<file path="src/rtl/fft_pkg.sv">
// Shared streaming-FFT definitions: default sample geometry and the complex sample type.
package fft_pkg;

  localparam int FFT_WIDTH  = 16;
  localparam int FFT_DEPTH  = 32;
  localparam int LOG2_DEPTH = $clog2(FFT_DEPTH);
  localparam int FRAME_LEN  = 2 * FFT_DEPTH;

  typedef struct packed {
    logic signed [FFT_WIDTH-1:0] re;
    logic signed [FFT_WIDTH-1:0] im;
  } sample_t;

endpackage

</file>
<file path="src/rtl/sdf_delay_buffer.sv">
// DEPTH-entry circular delay line holding {re, im}; asynchronous read so the butterfly
// sees the old slot content in the same cycle it is overwritten. Contents are not reset.
module sdf_delay_buffer
  import fft_pkg::*;
#(
  parameter int WIDTH = FFT_WIDTH,
  parameter int DEPTH = FFT_DEPTH
) (
  input  logic                     clock,
  input  logic                     wr_en,
  input  logic [$clog2(DEPTH)-1:0] addr,
  input  logic [2*WIDTH-1:0]       wr_data,
  output logic [2*WIDTH-1:0]       rd_data
);

  logic [2*WIDTH-1:0] mem [DEPTH];

  assign rd_data = mem[addr];

  always_ff @(posedge clock) begin
    if (wr_en) begin
      mem[addr] <= wr_data;
    end
  end

endmodule

</file>
<file path="src/rtl/sdf_butterfly_stage.sv">
// Radix-2 SDF butterfly stage: buffers the first half-frame, emits DEPTH sums then DEPTH
// diffs (the diffs leave while the next frame, or a flush, fills the delay line).
module sdf_butterfly_stage
  import fft_pkg::*;
#(
  parameter int WIDTH = FFT_WIDTH,
  parameter int DEPTH = FFT_DEPTH,
  parameter int SCALE = 1
) (
  input  logic                     clock,
  input  logic                     reset,
  input  logic                     di_en,
  input  logic signed [WIDTH-1:0]  di_re,
  input  logic signed [WIDTH-1:0]  di_im,
  output logic                     do_en,
  output logic signed [WIDTH-1:0]  do_re,
  output logic signed [WIDTH-1:0]  do_im,
  output logic                     do_mul,
  output logic [$clog2(DEPTH)-1:0] tw_addr
);

  localparam int AW = $clog2(DEPTH);
  localparam int CW = AW + 1;
  localparam logic [AW-1:0] LAST_SLOT  = AW'(DEPTH - 1);
  localparam logic [CW-1:0] LAST_COUNT = CW'(2 * DEPTH - 1);

  logic [CW-1:0] count_reg;
  logic          drain_reg;
  logic          phase_b;
  logic [AW-1:0] slot;
  logic          advance;
  logic          frame_end;
  logic          drain_end;
  logic          valid_a;
  logic          valid_b;

  assign phase_b   = count_reg[CW-1];
  assign slot      = count_reg[AW-1:0];
  assign advance   = di_en | drain_reg;
  assign frame_end = advance & (count_reg == LAST_COUNT);
  // A flush with no follow-on frame stops after its last diff so the next frame starts at 0.
  assign drain_end = drain_reg & ~di_en & ~phase_b & (slot == LAST_SLOT);
  assign valid_a   = ~phase_b & drain_reg;
  assign valid_b   = phase_b & di_en;

  always_ff @(posedge clock or posedge reset) begin
    if (reset) begin
      count_reg <= '0;
      drain_reg <= 1'b0;
    end else if (drain_end) begin
      count_reg <= '0;
      drain_reg <= 1'b0;
    end else if (advance) begin
      count_reg <= count_reg + CW'(1);
      if (frame_end) begin
        drain_reg <= 1'b1;
      end
    end
  end

  function automatic logic signed [WIDTH-1:0] narrow(input logic signed [WIDTH:0] v);
    return (SCALE != 0) ? v[WIDTH:1] : v[WIDTH-1:0];
  endfunction

  logic [2*WIDTH-1:0]      rd_data;
  logic [2*WIDTH-1:0]      wr_data;
  logic                    wr_en;
  logic signed [WIDTH-1:0] din  [2];
  logic signed [WIDTH-1:0] x    [2];
  logic signed [WIDTH-1:0] y    [2];
  logic signed [WIDTH-1:0] sum  [2];
  logic signed [WIDTH-1:0] diff [2];

  assign din[0] = di_re;
  assign din[1] = di_im;
  assign x[0]   = rd_data[2*WIDTH-1:WIDTH];
  assign x[1]   = rd_data[WIDTH-1:0];

  // Lane 0 is the real component, lane 1 the imaginary; both widen by one bit before narrowing.
  genvar gi;
  generate
    for (gi = 0; gi < 2; gi++) begin : g_lane
      assign y[gi]    = di_en ? din[gi] : '0;
      assign sum[gi]  = narrow({x[gi][WIDTH-1], x[gi]} + {y[gi][WIDTH-1], y[gi]});
      assign diff[gi] = narrow({x[gi][WIDTH-1], x[gi]} - {y[gi][WIDTH-1], y[gi]});
    end
  endgenerate

  assign wr_en   = phase_b ? di_en : advance;
  assign wr_data = phase_b ? {diff[0], diff[1]} : {y[0], y[1]};

  sdf_delay_buffer #(
    .WIDTH (WIDTH),
    .DEPTH (DEPTH)
  ) u_delay (
    .clock   (clock),
    .wr_en   (wr_en),
    .addr    (slot),
    .wr_data (wr_data),
    .rd_data (rd_data)
  );

  always_ff @(posedge clock or posedge reset) begin
    if (reset) begin
      do_en   <= 1'b0;
      do_re   <= '0;
      do_im   <= '0;
      do_mul  <= 1'b0;
      tw_addr <= '0;
    end else begin
      do_en <= valid_a | valid_b;
      if (valid_b) begin
        do_re   <= sum[0];
        do_im   <= sum[1];
        do_mul  <= 1'b0;
        tw_addr <= '0;
      end else if (valid_a) begin
        do_re   <= x[0];
        do_im   <= x[1];
        do_mul  <= 1'b1;
        tw_addr <= slot;
      end else begin
        do_re   <= '0;
        do_im   <= '0;
        do_mul  <= 1'b0;
        tw_addr <= '0;
      end
    end
  end

endmodule
</file>
<file path="config.mk">
export PLATFORM = sky130hd
export DESIGN_NAME = sdf_butterfly_stage
export DESIGN_NICKNAME = d
export VERILOG_FILES = /design/src/rtl/fft_pkg.sv /design/src/rtl/sdf_delay_buffer.sv /design/src/rtl/sdf_butterfly_stage.sv
export SDC_FILE = /design/constraint.sdc
export NUM_CORES = 1
export LEC_CHECK = 0
export CAP_MARGIN = 20
export CORE_ASPECT_RATIO = 0.75
export CORE_MARGIN = 4
export CORE_UTILIZATION = 30
export CTS_CLUSTER_SIZE = 14
export DETAILED_ROUTE_END_ITERATION = 7
export DONT_BUFFER_PORTS = 1
export GPL_ROUTABILITY_DRIVEN = 0
export GPL_TIMING_DRIVEN = 0
export HOLD_SLACK_MARGIN = 0.12
export PLACE_DENSITY = 0.48
export SLEW_MARGIN = 5
export SYNTH_ARGS = -nofsm -noshare
export SYNTH_HDL_FRONTEND = slang
export SYNTH_SLANG_ARGS = --single-unit
</file>
<file path="constraint.sdc">
create_clock -name clock -period 13 [get_ports clock]
set_clock_uncertainty 0.15 [all_clocks]
set_input_delay 1.3 -clock clock [delete_from_list [all_inputs] [get_ports clock]]
set_output_delay 1.3 -clock clock [all_outputs]
set_load 0.01 [all_outputs]
</file>
# Word level (Yosys, flattened, before mapping)
# Memories as Yosys holds them, arrays and structs flattened.
# Cells that the tools add are included.
[word_totals]
word_cells = 47
output_inout_bits = 39
n_memories = 1
regBits = 46
mem_bits_rw = 1024
input_bits = 35
[op_classes]
n_eq_ne = 2
n_reduce_logical = 3
addsub = 5
muxes = 19
bitwise = 10
[mem_list]
columns = ["name", "depth", "width", "read_ports", "rd_ports_with_merged_regs", "wr", "line", "source"]
rows = [
  ["u_delay.mem", 32, 32, 1, 0, 1, "sdf_delay_buffer.sv:16", "logic [2*WIDTH-1:0] mem [DEPTH];"],
]
[ops]
columns = ["op", "n"]
rows = [
  ["16-bit two-way mux", 6],
  ["16-bit by 16-bit adder with 17-bit output", 2],
  ["16-bit by 16-bit subtractor with 17-bit output", 2],
  ["32-bit two-way mux", 1],
  ["6-bit two-way mux", 2],
  ["5-bit two-way mux", 2],
  ["1-bit two-way mux", 8],
  ["6-bit by 1-bit adder with 6-bit output, second input constant", 1],
  ["1-bit AND", 6],
  ["6-bit == test, second input constant", 1],
  ["5-bit == test, second input constant", 1],
  ["2-bit nonzero test", 2],
  ["1-bit inverter", 2],
  ["1-bit OR", 2],
  ["2-bit AND reduction", 1],
]

# Depth between registers and ports, before layout
[depth]
depth_word = 6
ltp_mapped = 20
mapped_depth_nobuf = 16

# By module
# Synthesis repeated with hierarchy kept, for this count alone.
[hier_totals]
hier_cells = 2754
hier_area_um2 = 44385.1
[by_module_without_submodules]
columns = ["mod", "area_each_um2", "n_inst", "seq_area_each_um2", "cells_each"]
rows = [
  ["sdf_delay_buffer", 39101.3, 1, 30749.5, 2075],
  ["sdf_butterfly_stage", 5283.8, 1, 1151.1, 679],
]

# Worst setup path before layout
# OpenSTA, ideal clock, no wires.
[synth_path]
kind = "register to register"
startpoint = "register count_reg[0]"
endpoint = "memory u_delay.mem[0][11] (netlist bit) (data pin)"
path_buffers = 5
t_required_ns = 12.235
t_arrival_ns = 6.429
synth_period_minus_slack_ns = 7.194
setup_slack_ns = 5.806
setup_ns = 0.615
path_stages_with_launch = 18
cell_sequence = "dfrtp_1 > buf_6 > buf_2 > buf_1 > buf_1 > mux4_2 > a22oi_1 > nand4_1 > ha_1 > clkbuf_1 > nor2b_1 > o21ai_0 > a21oi_1 > o21ai_0 > a21o_1 > a211oi_1 > o31a_1 > o311ai_0"
[synth_via]
elab_chain_len = 3
[synth_lines]
columns = ["item", "line", "source"]
rows = [
  ["from (decl)", "sdf_butterfly_stage.sv:27", "logic [CW-1:0] count_reg;"],
  ["from (signal assigned)", "sdf_butterfly_stage.sv:54", "count_reg <= count_reg + CW'(1);"],
  ["memory 32 x 32 bit", "--", ""],
  ["16-bit by 16-bit subtractor with 17-bit output", "sdf_butterfly_stage.sv:85", "assign diff[gi] = narrow({x[gi][WIDTH-1], x[gi]} - {y[gi][WIDTH-1], y[gi]});"],
  ["32-bit two-way mux", "sdf_butterfly_stage.sv:90", "assign wr_data = phase_b ? {diff[0], diff[1]} : {y[0], y[1]};"],
  ["via u_delay.wr_data[11]", "sdf_delay_buffer.sv:12", "input logic [2*WIDTH-1:0] wr_data,"],
  ["to (decl)", "sdf_delay_buffer.sv:16", ""],
]
# The timed path passes the listed nets, and every way through them passes these cells.

# Worst setup path in the final report
[layout_path]
startpoint = "register count_reg[1]"
endpoint = "memory u_delay.mem[9][13] (netlist bit) (data pin)"
# The elaborated chain is that of the path after synthesis.

==> results.sh <==
export IMPL_status="complete, no violations"
export IMPL_drtAntennaViolNets=0
export IMPL_crit_top_cell="clkbuf_1"
export IMPL_yosysMostFrequentCell="edfxtp_1"
export IMPL_clk_pin_slew_ns=0.06
export IMPL_setup_viol=0
export IMPL_syn_avg_cell_area_um2=18.9
export IMPL_dp_slack_ns=4.54
export IMPL_end_kind="register"
export IMPL_cts_setup_buffers=0
export IMPL_worst_path_max_fanout=32
export IMPL_reg_largest_list="u_delay.mem: 1024 flops, do_im: 16 flops, do_re: 16 flops"
export IMPL_fin_crit_sh_pct=66.2
export IMPL_synthCells=2313
export IMPL_start_util_pct=30.2
export IMPL_maxSlewHeadroom_pct=20.5
export IMPL_drive_above_1_share_pct=24.5
export IMPL_layout_cells_non_filler=4555
export IMPL_criticalPathCategory="register to register"
export IMPL_critPathArrivalTime_ns=8.62
export IMPL_die_x_um=449
export IMPL_cts_resized=0
export IMPL_maxSlewViolCount=0
export IMPL_holdCritPathClass="primary input to async pin"
export IMPL_powerDensity_nw_per_um2=295
export IMPL_syn_area_um2=43800
export IMPL_area_growth_pct=19.5
export IMPL_synth_ff_type="edfxtp_1"
export IMPL_die_area_um2=152000
export IMPL_synth_warnings=0
export IMPL_timing_fmax_ghz=0.116
export IMPL_hold_viol_final=0
export IMPL_synth_top_area_share_pct=70.3
export IMPL_setup_slack_ns=4.39
export IMPL_crit_family="buffers and inverters"
export IMPL_drt_iter0_drc=3517
export IMPL_ys_types=79
export IMPL_via_per_inst=5.53
export IMPL_p_leak_nw=16.9
export IMPL_grt_pass1_vias=24700
export IMPL_drv_cap=0
export IMPL_r2r_cells=19
export IMPL_yosys_area_top_type="edfxtp_1"
export IMPL_cp_start_kind="register"
export IMPL_synth_seq_area_share_pct=72.9
export IMPL_hold_buffers=0
export IMPL_clock_sinks=1070
export IMPL_finalSetupTns_ns=0
export IMPL_r2r_start="count_reg[1]$_DFFE_PP0P_"
export IMPL_fin_nets=2652
export IMPL_synth_seq_cells=1070
export IMPL_insertion_delay_ns=0.75
export IMPL_num_vias=25200
export IMPL_largest_reg_flops=1024
export IMPL_die_height_um=339
export IMPL_overflow=0
export IMPL_synth_top_cells_by_area="edfxtp_1 (70%), mux4_2 (13%), dfrtp_1 (2.6%)"
export IMPL_dp_cells=4333
export IMPL_clock_path_buffers=3
export IMPL_cp_slowest_stage_delay_ns=0.87
export IMPL_peakVddDrop_mv=0.146
export IMPL_required_ns=13.01
export IMPL_grt_usage_pct=19.6
export IMPL_grt_pass1_wl_um=208000
export IMPL_startpoint="count_reg[1]$_DFFE_PP0P_"
export IMPL_hpwl_um=105000
export IMPL_cp_num_buf_inv=6
export IMPL_critical_path_depth=19
export IMPL_drc=0
export IMPL_largest_register="u_delay.mem"
export IMPL_rsz0062_at_grt="no"
export IMPL_synthArstFlopShare_pct=4.30
export IMPL_cts_htree_levels=3
export IMPL_synth_edf_count=1024
export IMPL_period_minus_slack_ns=8.61
export IMPL_slowest_stage="buf_1"
export IMPL_cts_root_buffer="clkbuf_16"
export IMPL_wl_um=152000
export IMPL_numCtsBuffers=110
export IMPL_wl_per_cell_um=33.3
export IMPL_crit_chain="buf_6 -> buf_6 -> clkbuf_1 -> clkbuf_1 -> buf_1 -> mux4_2 -> a22oi_1 -> nand4_1 -> ha_1 -> clkbuf_1 -> nor2b_1 -> o21ai_0 -> a21oi_1 -> o21ai_0 -> a21o_1 -> a211oi_1 -> o311ai_0 -> a2111o_1 -> nand3_1"
export IMPL_grt_antenna_before_repair=21
export IMPL_synth_common_cells="edfxtp_1 (1024), mux4_2 (246), a22oi_1 (110), nand2_1 (98), clkbuf_1 (79)"
export IMPL_tritoncts="yes"
export IMPL_firstDrtPassIters=5
export IMPL_ios=74
export IMPL_core_rowCount=121
export IMPL_portBuffers=0
export IMPL_syn_nets=2417
export IMPL_tightestPinTransition_ns=1.19
export IMPL_grt_max_degree=33
export IMPL_core_area_um2=145000
-- cell type report --
class                           count  area (um^2)
Fill cell                       13400        92800
Sequential cell                  1070        31900
Multi-Input combinational cell   1044        11400
Clock buffer                      139         2950
Tap cell                         1906         2380
Timing Repair Buffer              123         2120
Clock inverter                     67          681
Buffer                            129          551
Inverter                           70          263
Antenna cell                        7         17.5
-- final timing paths --
kind,endpoint,slack (ns)
max,u_delay.mem[9][13]$_DFFE_PP_,4.39
min,do_re[13]$_DFF_PP0_,0.37
max reg2reg,u_delay.mem[9][13]$_DFFE_PP_,4.39
min reg2reg,drain_reg$_DFFE_PP0P_,0.51
max in group asynchronous,count_reg[1]$_DFFE_PP0P_,11.73
min in group clock,drain_reg$_DFFE_PP0P_,0.51
-- routing by layer --
layer	up-vias	part of all wire, %	global-route usage, %
met2	1428	45	29.9
met1	13500	43	28.2
met3	262	9.5	4.74
met4	4	2.8	5.35
li1	9949	-	-
met5	-	0.020	0
-- cell usage in the layout (no fill, tap or decap), types with 46 or more instances in the layout --
cell type / n
clkbuf_1: 94
ha_1: 65
mux4_2: 246
dfrtp_1: 46
clkbuf_16: 110
nor2_1: 46
o21ai_0: 52
buf_12: 65
edfxtp_1: 1024
inv_1: 67
nand2_1: 98
a22oi_1: 110
-- metrics by stage --
step	area (um^2)	total power, mW	utilization, %	hold slack, ns
detailed placement	48500	12.2	33.4	0.479
finish	52300	15.4	36.0	0.369
CTS	52100	15.4	36.0	0.348
floorplan	43800	9.34	-	0.410
global route	52300	16.1	36.0	0.354
global placement	46100	11.5	31.8	0.486
-- cells by family after synthesis --
group           Yosys count  synth area share [%]
flops                  1070                  72.9
compound gates          344                  5.46
simple gates            310                  3.41
mux                     284                  13.6
buf+inv                 199                  1.83
fa+ha+maj                69                  2.04
xor+xnor                 37                 0.741
-- report_power, final --
part | internal (mW) | leakage [nW] | total (mW) | switching (mW)
combinational | 1.99 | 5.20 | 6.42 | 4.43
clock | 1.80 | 1.78 | 3.19 | 1.39
sequential | 5.71 | 9.92 | 5.79 | 0.0869
total | 9.50 | 16.9 | 15.4 | 5.90
(Power assumes the default switching activity.)
